$ cat config.mk
export PLATFORM = sky130hd
export DESIGN_NAME = reg_rename_file
export DESIGN_NICKNAME = d
export VERILOG_FILES = /design/src/rtl/reg_rename_file_pkg.sv /design/src/rtl/rrf_commit_merge.sv /design/src/rtl/reg_rename_file.sv
export SDC_FILE = /design/constraint.sdc
export NUM_CORES = 2
export LEC_CHECK = 0
export CAP_MARGIN = 10
export CORE_ASPECT_RATIO = 1.4
export CORE_MARGIN = 4
export CORE_UTILIZATION = 52
export CTS_CLUSTER_DIAMETER = 120
export DETAILED_ROUTE_END_ITERATION = 10
export GPL_TIMING_DRIVEN = 0
export PLACE_DENSITY = 0.77
export REMOVE_ABC_BUFFERS = 1
export SLEW_MARGIN = 20
export SYNTH_ARGS = -nofsm -noshare
export SYNTH_HDL_FRONTEND = slang
export SYNTH_SLANG_ARGS = --single-unit
$ cat constraint.sdc
create_clock -name clk_in -period 13.7 [get_ports clk_in]
set_clock_uncertainty 0.1 [all_clocks]
set_input_delay 1.37 -clock clk_in [delete_from_list [all_inputs] [get_ports clk_in]]
set_output_delay 1.37 -clock clk_in [all_outputs]
set_load 0.02 [all_outputs]
$ cat src/rtl/reg_rename_file_pkg.sv
// Shared definitions for the architectural register file / rename-status table.
// Holds the default geometry used by reg_rename_file and rrf_commit_merge and the
// per-register rename-status entry type.
package reg_rename_file_pkg;

   localparam int unsigned DefXlen    = 32;
   localparam int unsigned DefNreg    = 32;
   localparam int unsigned DefTagW    = 4;
   localparam int unsigned DefAw      = $clog2(DefNreg);
   localparam int unsigned DefRdPorts = 2;
   localparam int unsigned DefNCmt    = 2;

   typedef logic [DefTagW-1:0] tag_t;

   // One rename-table slot: producing RoB tag and pending flag.
   typedef struct packed {
      tag_t tag;
      logic busy;
   } rat_entry_t;

endpackage

$ cat src/rtl/rrf_commit_merge.sv
// Per-register priority merge of all commit channels.
// For every architectural register (1..NREG-1) it reports whether any active channel
// writes it, the value of the youngest (highest-index) channel writing it, and whether
// that youngest channel's tag equals the stored tag (clears busy). It also exports the
// raw per-channel tag match so the read bypass uses the same comparison.
// Ports:
//   cmt_rd_in   commit destination per channel (0 = idle)
//   cmt_tag_in  RoB tag per channel
//   cmt_val_in  committed value per channel
//   tag_in      stored tag of every register, flattened
//   we_out      per register: some channel writes it
//   val_out     per register: value from youngest writing channel
//   clr_out     per register: youngest writing channel carries the stored tag
//   hit_out     [c*NREG + r]: channel c targets r with the stored tag of r
module rrf_commit_merge
   import reg_rename_file_pkg::*;
#(
   parameter int unsigned XLEN  = DefXlen,
   parameter int unsigned NREG  = DefNreg,
   parameter int unsigned TAG_W = DefTagW,
   parameter int unsigned N_CMT = DefNCmt,
   parameter int unsigned AW    = DefAw
) (
   input  logic [N_CMT*AW-1:0]    cmt_rd_in,
   input  logic [N_CMT*TAG_W-1:0] cmt_tag_in,
   input  logic [N_CMT*XLEN-1:0]  cmt_val_in,
   input  logic [NREG*TAG_W-1:0]  tag_in,
   output logic [NREG-1:0]        we_out,
   output logic [NREG*XLEN-1:0]   val_out,
   output logic [NREG-1:0]        clr_out,
   output logic [N_CMT*NREG-1:0]  hit_out
);

   always_comb begin
      we_out  = '0;
      val_out = '0;
      clr_out = '0;
      hit_out = '0;
      // Register 0 is never written, so the loop starts at 1.
      for (int r = 1; r < NREG; r++) begin
         // Ascending channel order: later (younger) channels overwrite older ones.
         for (int c = 0; c < N_CMT; c++) begin
            if (cmt_rd_in[c*AW +: AW] == AW'(r)) begin
               we_out[r]                = 1'b1;
               val_out[r*XLEN +: XLEN]  = cmt_val_in[c*XLEN +: XLEN];
               clr_out[r]               = (cmt_tag_in[c*TAG_W +: TAG_W] ==
                                           tag_in[r*TAG_W +: TAG_W]);
               hit_out[c*NREG + r]      = (cmt_tag_in[c*TAG_W +: TAG_W] ==
                                           tag_in[r*TAG_W +: TAG_W]);
            end
         end
      end
   end

endmodule

$ cat src/rtl/reg_rename_file.sv
// Architectural register file plus rename-status table (RoB tag + busy per register).
// Issue reads operands and renames a destination; RoB commit retires values.
// Ports:
//   clk_in        clock
//   rst_n_in      asynchronous active-low reset
//   rdy_in        state update enable (reads and bypass stay live when low)
//   flush_in      drop all renames; values kept
//   iss_rd_in     rename destination (0 = none), iss_tag_in its RoB tag
//   cmt_rd_in     commit destination per channel (0 = idle), channel 0 oldest
//   cmt_tag_in    RoB tag per commit channel
//   cmt_val_in    committed value per channel
//   rd_addr_in    operand read addresses
//   rd_val_out    operand value (commit-bypassed)
//   rd_tag_out    producing tag (meaningful when busy)
//   rd_busy_out   value still pending in the RoB
//   busy_cnt_out  number of busy registers (registered)
module reg_rename_file
   import reg_rename_file_pkg::*;
#(
   parameter int unsigned XLEN     = DefXlen,
   parameter int unsigned NREG     = DefNreg,
   parameter int unsigned TAG_W    = DefTagW,
   parameter int unsigned RD_PORTS = DefRdPorts,
   parameter int unsigned N_CMT    = DefNCmt,
   localparam int unsigned AW      = $clog2(NREG)
) (
   input  logic                      clk_in,
   input  logic                      rst_n_in,
   input  logic                      rdy_in,
   input  logic                      flush_in,
   input  logic [AW-1:0]             iss_rd_in,
   input  logic [TAG_W-1:0]          iss_tag_in,
   input  logic [N_CMT*AW-1:0]       cmt_rd_in,
   input  logic [N_CMT*TAG_W-1:0]    cmt_tag_in,
   input  logic [N_CMT*XLEN-1:0]     cmt_val_in,
   input  logic [RD_PORTS*AW-1:0]    rd_addr_in,
   output logic [RD_PORTS*XLEN-1:0]  rd_val_out,
   output logic [RD_PORTS*TAG_W-1:0] rd_tag_out,
   output logic [RD_PORTS-1:0]       rd_busy_out,
   output logic [AW:0]               busy_cnt_out
);

   logic [XLEN-1:0]  val_q [NREG];
   logic [XLEN-1:0]  val_d [NREG];
   logic [TAG_W-1:0] tag_q [NREG];
   logic [TAG_W-1:0] tag_d [NREG];
   logic [NREG-1:0]  busy_q, busy_d;
   logic [AW:0]      cnt_q, cnt_d;

   logic [NREG*TAG_W-1:0] tag_flat;
   logic [NREG-1:0]       cm_we;
   logic [NREG*XLEN-1:0]  cm_val;
   logic [NREG-1:0]       cm_clr;
   logic [N_CMT*NREG-1:0] cm_hit;
   logic [AW-1:0]         rd_addr [RD_PORTS];

   always_comb begin
      tag_flat = '0;
      for (int r = 0; r < NREG; r++) begin
         tag_flat[r*TAG_W +: TAG_W] = tag_q[r];
      end
   end

   rrf_commit_merge #(
      .XLEN  (XLEN),
      .NREG  (NREG),
      .TAG_W (TAG_W),
      .N_CMT (N_CMT),
      .AW    (AW)
   ) u_commit_merge (
      .cmt_rd_in  (cmt_rd_in),
      .cmt_tag_in (cmt_tag_in),
      .cmt_val_in (cmt_val_in),
      .tag_in     (tag_flat),
      .we_out     (cm_we),
      .val_out    (cm_val),
      .clr_out    (cm_clr),
      .hit_out    (cm_hit)
   );

   // Next state. Register 0 keeps its reset contents (all zero) forever.
   always_comb begin
      for (int r = 0; r < NREG; r++) begin
         val_d[r] = val_q[r];
         tag_d[r] = tag_q[r];
      end
      busy_d = busy_q;
      for (int r = 1; r < NREG; r++) begin
         // Commits always deliver their value, even under flush or a same-cycle rename.
         if (cm_we[r]) begin
            val_d[r] = cm_val[r*XLEN +: XLEN];
         end
         if (flush_in) begin
            tag_d[r]  = '0;
            busy_d[r] = 1'b0;
         end else if (iss_rd_in == AW'(r)) begin
            tag_d[r]  = iss_tag_in;
            busy_d[r] = 1'b1;
         end else if (cm_clr[r]) begin
            busy_d[r] = 1'b0;
         end
      end
      // The counter tracks the population of the next busy vector, which covers the
      // re-rename, issue-over-commit and flush cases without separate bookkeeping.
      cnt_d = '0;
      for (int r = 1; r < NREG; r++) begin
         cnt_d = cnt_d + {{AW{1'b0}}, busy_d[r]};
      end
   end

   always_ff @(posedge clk_in or negedge rst_n_in) begin
      if (!rst_n_in) begin
         for (int r = 0; r < NREG; r++) begin
            val_q[r] <= '0;
            tag_q[r] <= '0;
         end
         busy_q <= '0;
         cnt_q  <= '0;
      end else if (rdy_in) begin
         for (int r = 0; r < NREG; r++) begin
            val_q[r] <= val_d[r];
            tag_q[r] <= tag_d[r];
         end
         busy_q <= busy_d;
         cnt_q  <= cnt_d;
      end
   end

   assign busy_cnt_out = cnt_q;

   always_comb begin
      for (int p = 0; p < RD_PORTS; p++) begin
         rd_addr[p] = rd_addr_in[p*AW +: AW];
      end
   end

   // Reads see pre-issue state; a matching commit forwards its value and clears busy.
   // Bypass is independent of rdy_in.
   always_comb begin
      rd_val_out  = '0;
      rd_tag_out  = '0;
      rd_busy_out = '0;
      for (int p = 0; p < RD_PORTS; p++) begin
         if (rd_addr[p] != '0 && int'(rd_addr[p]) < NREG) begin
            rd_val_out[p*XLEN +: XLEN]   = val_q[rd_addr[p]];
            rd_tag_out[p*TAG_W +: TAG_W] = tag_q[rd_addr[p]];
            rd_busy_out[p]               = busy_q[rd_addr[p]];
            for (int c = 0; c < N_CMT; c++) begin
               if (cm_hit[c*NREG + int'(rd_addr[p])]) begin
                  rd_val_out[p*XLEN +: XLEN] = cmt_val_in[c*XLEN +: XLEN];
                  rd_busy_out[p]             = 1'b0;
               end
            end
         end
      end
   end

endmodule

==> impl_metrics.tcl <==
set metrics [dict create \
    ys_ff_latch 1153 \
    required_ns 12.23 \
    chipWidth_um 332.7 \
    area_delta_synth_final_pct 13.85 \
    status "finished, final reports clean" \
    synth-adder-area-share 0.007141 \
    clock-sinks 1153 \
    path_depth 14 \
    routed_wl_um 304500 \
    fin_crit_sh 0.6423 \
    crit_path_frequent_cell "buf_16" \
    worstMarginPinSlew_ns 1.259 \
    synth_edf_count 0 \
    grt.total_usage 0.3867 \
    r2r-start "tag_flat[114]" \
    power.total_mw 10.98 \
    whs_ns 0.3580 \
    cts_buffers 111 \
    seq_area_frac_synth 0.3759 \
    max_freq_mhz 113.6 \
    final-instance-count-excl-fill 9119 \
    r2r-end "busy_cnt_out[4]" \
    initial_core_util 0.5241 \
    clockBufferDepth 3 \
    die_area_mm2 0.1539 \
    finalHoldViolCount 0 \
    clkLatencyLatePin_ns 0.79 \
    syn_area_mm2 0.07675 \
    synth_area_leaders "dfrtp_1 (38%), mux4_2 (18%), mux2i_1 (14%)" \
    viasPerCell 7.328 \
    grt-ovfl-total 0 \
    tritoncts "yes" \
    synth_area_per_cell_um2 10.37 \
    criticalPathCategory "in2out" \
    drtIter0Drc 11370 \
    grt_pass1_vias 67320 \
    vias 66830 \
    synth_ff_type "dfrtp_1" \
    drt_pre_antenna_iters 10 \
    io_pins 185 \
    syn_inst 7400 \
    crit_chain "buf_8 -> buf_16 -> buf_16 -> inv_1 -> nor2_4 -> buf_16 -> a22oi_1 -> o2111ai_1 -> a32oi_4 -> buf_8 -> buf_16 -> or4_1 -> a31oi_1 -> clkdlybuf4s50_1" \
    holdBufCountCts 0 \
    cp-end-kind "output pin" \
    combPwrFrac 0.267 \
    nets 7218 \
    final.min_clock_period_ns 8.799 \
    grt_pass1_wl_um 443700 \
    reg2reg_depth 21 \
    switching_share 0.3287 \
    post_cts_resized 0 \
    yosysUniqueCellTypes 69 \
    htreeDepth 3 \
    root_buffer "clkbuf_16" \
    core_region_area_mm2 0.1464 \
    seqPwrFrac 0.439 \
    p_leak_nw 36.70 \
    dp.cells 8891 \
    drive_above_1_share 0.1862 \
    crit_arrival_ns 7.33 \
    fillers 11240 \
    critical-path-top-delay-family "buffers and inverters" \
    rsz0062_at_grt "no" \
    clkPwrFrac 0.294 \
    slowest_stage "clkdlybuf4s50_1" \
    drcViolationCount 0 \
    io_buffer_count 184 \
    grt_max_degree 149 \
    synthArstFlopShare 1.000 \
    p_int_mw 7.368 \
    die_y_um 462.6 \
    hold_class "in2async" \
    synth-compound-area-share 0.1039 \
    routedWlPerCell_um 33.39 \
    dpl.hpwl_um 196300 \
    max-cap-violations 0 \
    ir_drop_mv 0.1251 \
    path_buf_inv 8 \
    fin_util 0.5967 \
    slew_violations 0 \
    crit_fanout 75 \
    synth_top_family_by_area "multiplexers" \
    postCtsSetupRepairBufs 0 \
    final-setup-viol-count 0 \
    cp-start-kind "primary input" \
    postRouteAntennaNets 0 \
    yosysTopAreaCellShare 0.3759 \
    antenna_found_initial 20 \
    switching_power_mw 3.607 \
    yosysWarnings 0 \
    cts.clk_slew.worst_paths_ns 0.07 \
    synth_largest_area_cell "dfrtp_1" \
    synth_xor_area_frac 0.02864 \
    gp_congestion 0.9934 \
    fp-row-count 166 \
    slew_headroom 0.1528 \
    yosys.area_share.simple 0.09227 \
    powerDensity_mw_per_mm2 125.6 \
    synthMuxAreaShare 0.3449 \
    critPathMaxStageDelay_ns 0.76 \
    setup_tns_ns 0 \
    r2r_slack_ns 6.13 \
]
-- through the flow --
stage,setup slack (ns),cell area (um2)
3_3_place_gp,-40.98,77630
5_1_grt,4.778,87360
4_1_cts,5.202,87450
6_report,4.901,87380
3_5_place_dp,4.435,83770
2_1_floorplan,4.696,73370
-- kinds of logic after synthesis --
family	count (synthesis)
AOI/OAI and AO/OA	1468
xor gates and xnor gates	251
adders and majority gates	30
buffers and inverters	916
DFF	1153
muxes	1870
and+or+nand+nor	1712
-- area by class of cell --
type                       count  area, um2  share of cell area
clock inverter                37      355.3            0.004067
inverter                      65      251.5            0.002878
timing repair buffer         421       7097             0.08122
tap                         1932       2417             0.02767
multi-input combinational   5331      45050              0.5156
sequential                  1153      28850              0.3302
antenna                       12      30.03           0.0003437
clock buffer                 168       3326             0.03806
-- metal layers --
metal / wire length, um / track usage
met1: 98040 / 0.4478
met2: 127300 / 0.5472
met3: 46050 / 0.1684
met4: 32600 / 0.3282
met5: 466 / 0.02128
-- synth_stat cells (9+ instances only) --
master,count
a21oi_1,20
nand3_1,37
a22o_1,31
mux2i_1,1081
nor3_1,53
fa_1,23
buf_4,19
mux2_1,61
nand2_1,1230
mux4_2,601
nor2b_1,19
dfrtp_1,1153
o21ai_1,39
a21boi_0,11
o211ai_1,14
nand2b_1,9
inv_1,63
xnor2_1,106
buf_2,71
o21ai_0,1122
o22ai_1,124
or4_1,32
nand4_1,29
clkbuf_1,647
nor2_1,212
buf_1,111
nor4_1,38
a31oi_1,37
xor2_1,145
nand3b_1,11
a22oi_1,11
mux2_2,127
-- power by group through the flow --
stage,sequential (mW),combinational (mW),clock (mW)
after CTS,4.77,2.86,3.21
after global routing,4.88,3.13,3.35
after global placement,4.77,2.96,0
after floorplan,4.62,1.81,0
final,4.82,2.93,3.23
after detailed placement,4.82,2.83,0
-- worst max-delay path by stage --
stage / startpoint / slack, ns / end
final: rd_addr_in[6] / 4.90 / rd_val_out[34]
after global routing: cmt_rd_in[5] / 4.78 / busy_cnt_out[4]
after CTS: cmt_rd_in[5] / 5.20 / busy_cnt_out[4]
after detailed placement: cmt_rd_in[5] / 4.44 / busy_cnt_out[4]
after global placement: rst_n_in / -40.98 / val_q[799]
after floorplan: cmt_rd_in[6] / 4.70 / busy_cnt_out[4]
-- layout by cell type, fill, tap and decap left out, drive strengths merged, types with 68 or more instances in the layout --
cell type         n
clkbuf          176
dfrtp          1153
mux2            188
xnor2           106
xor2            145
inv              68
buf             313
clkdlybuf4s50   100
o21ai          1161
mux4            601
mux2i          1081
nand2          1231
o22ai           124
nor2            216
-- state kept, by name, summed over array words and instances (netlist names) --
| signal | count |
|---|---|
| tag_flat | 124 |
| busy_q | 31 |
| val_q | 992 |
| busy_cnt_out | 6 |
No activity file was read; power rests on OpenSTA's default activity.
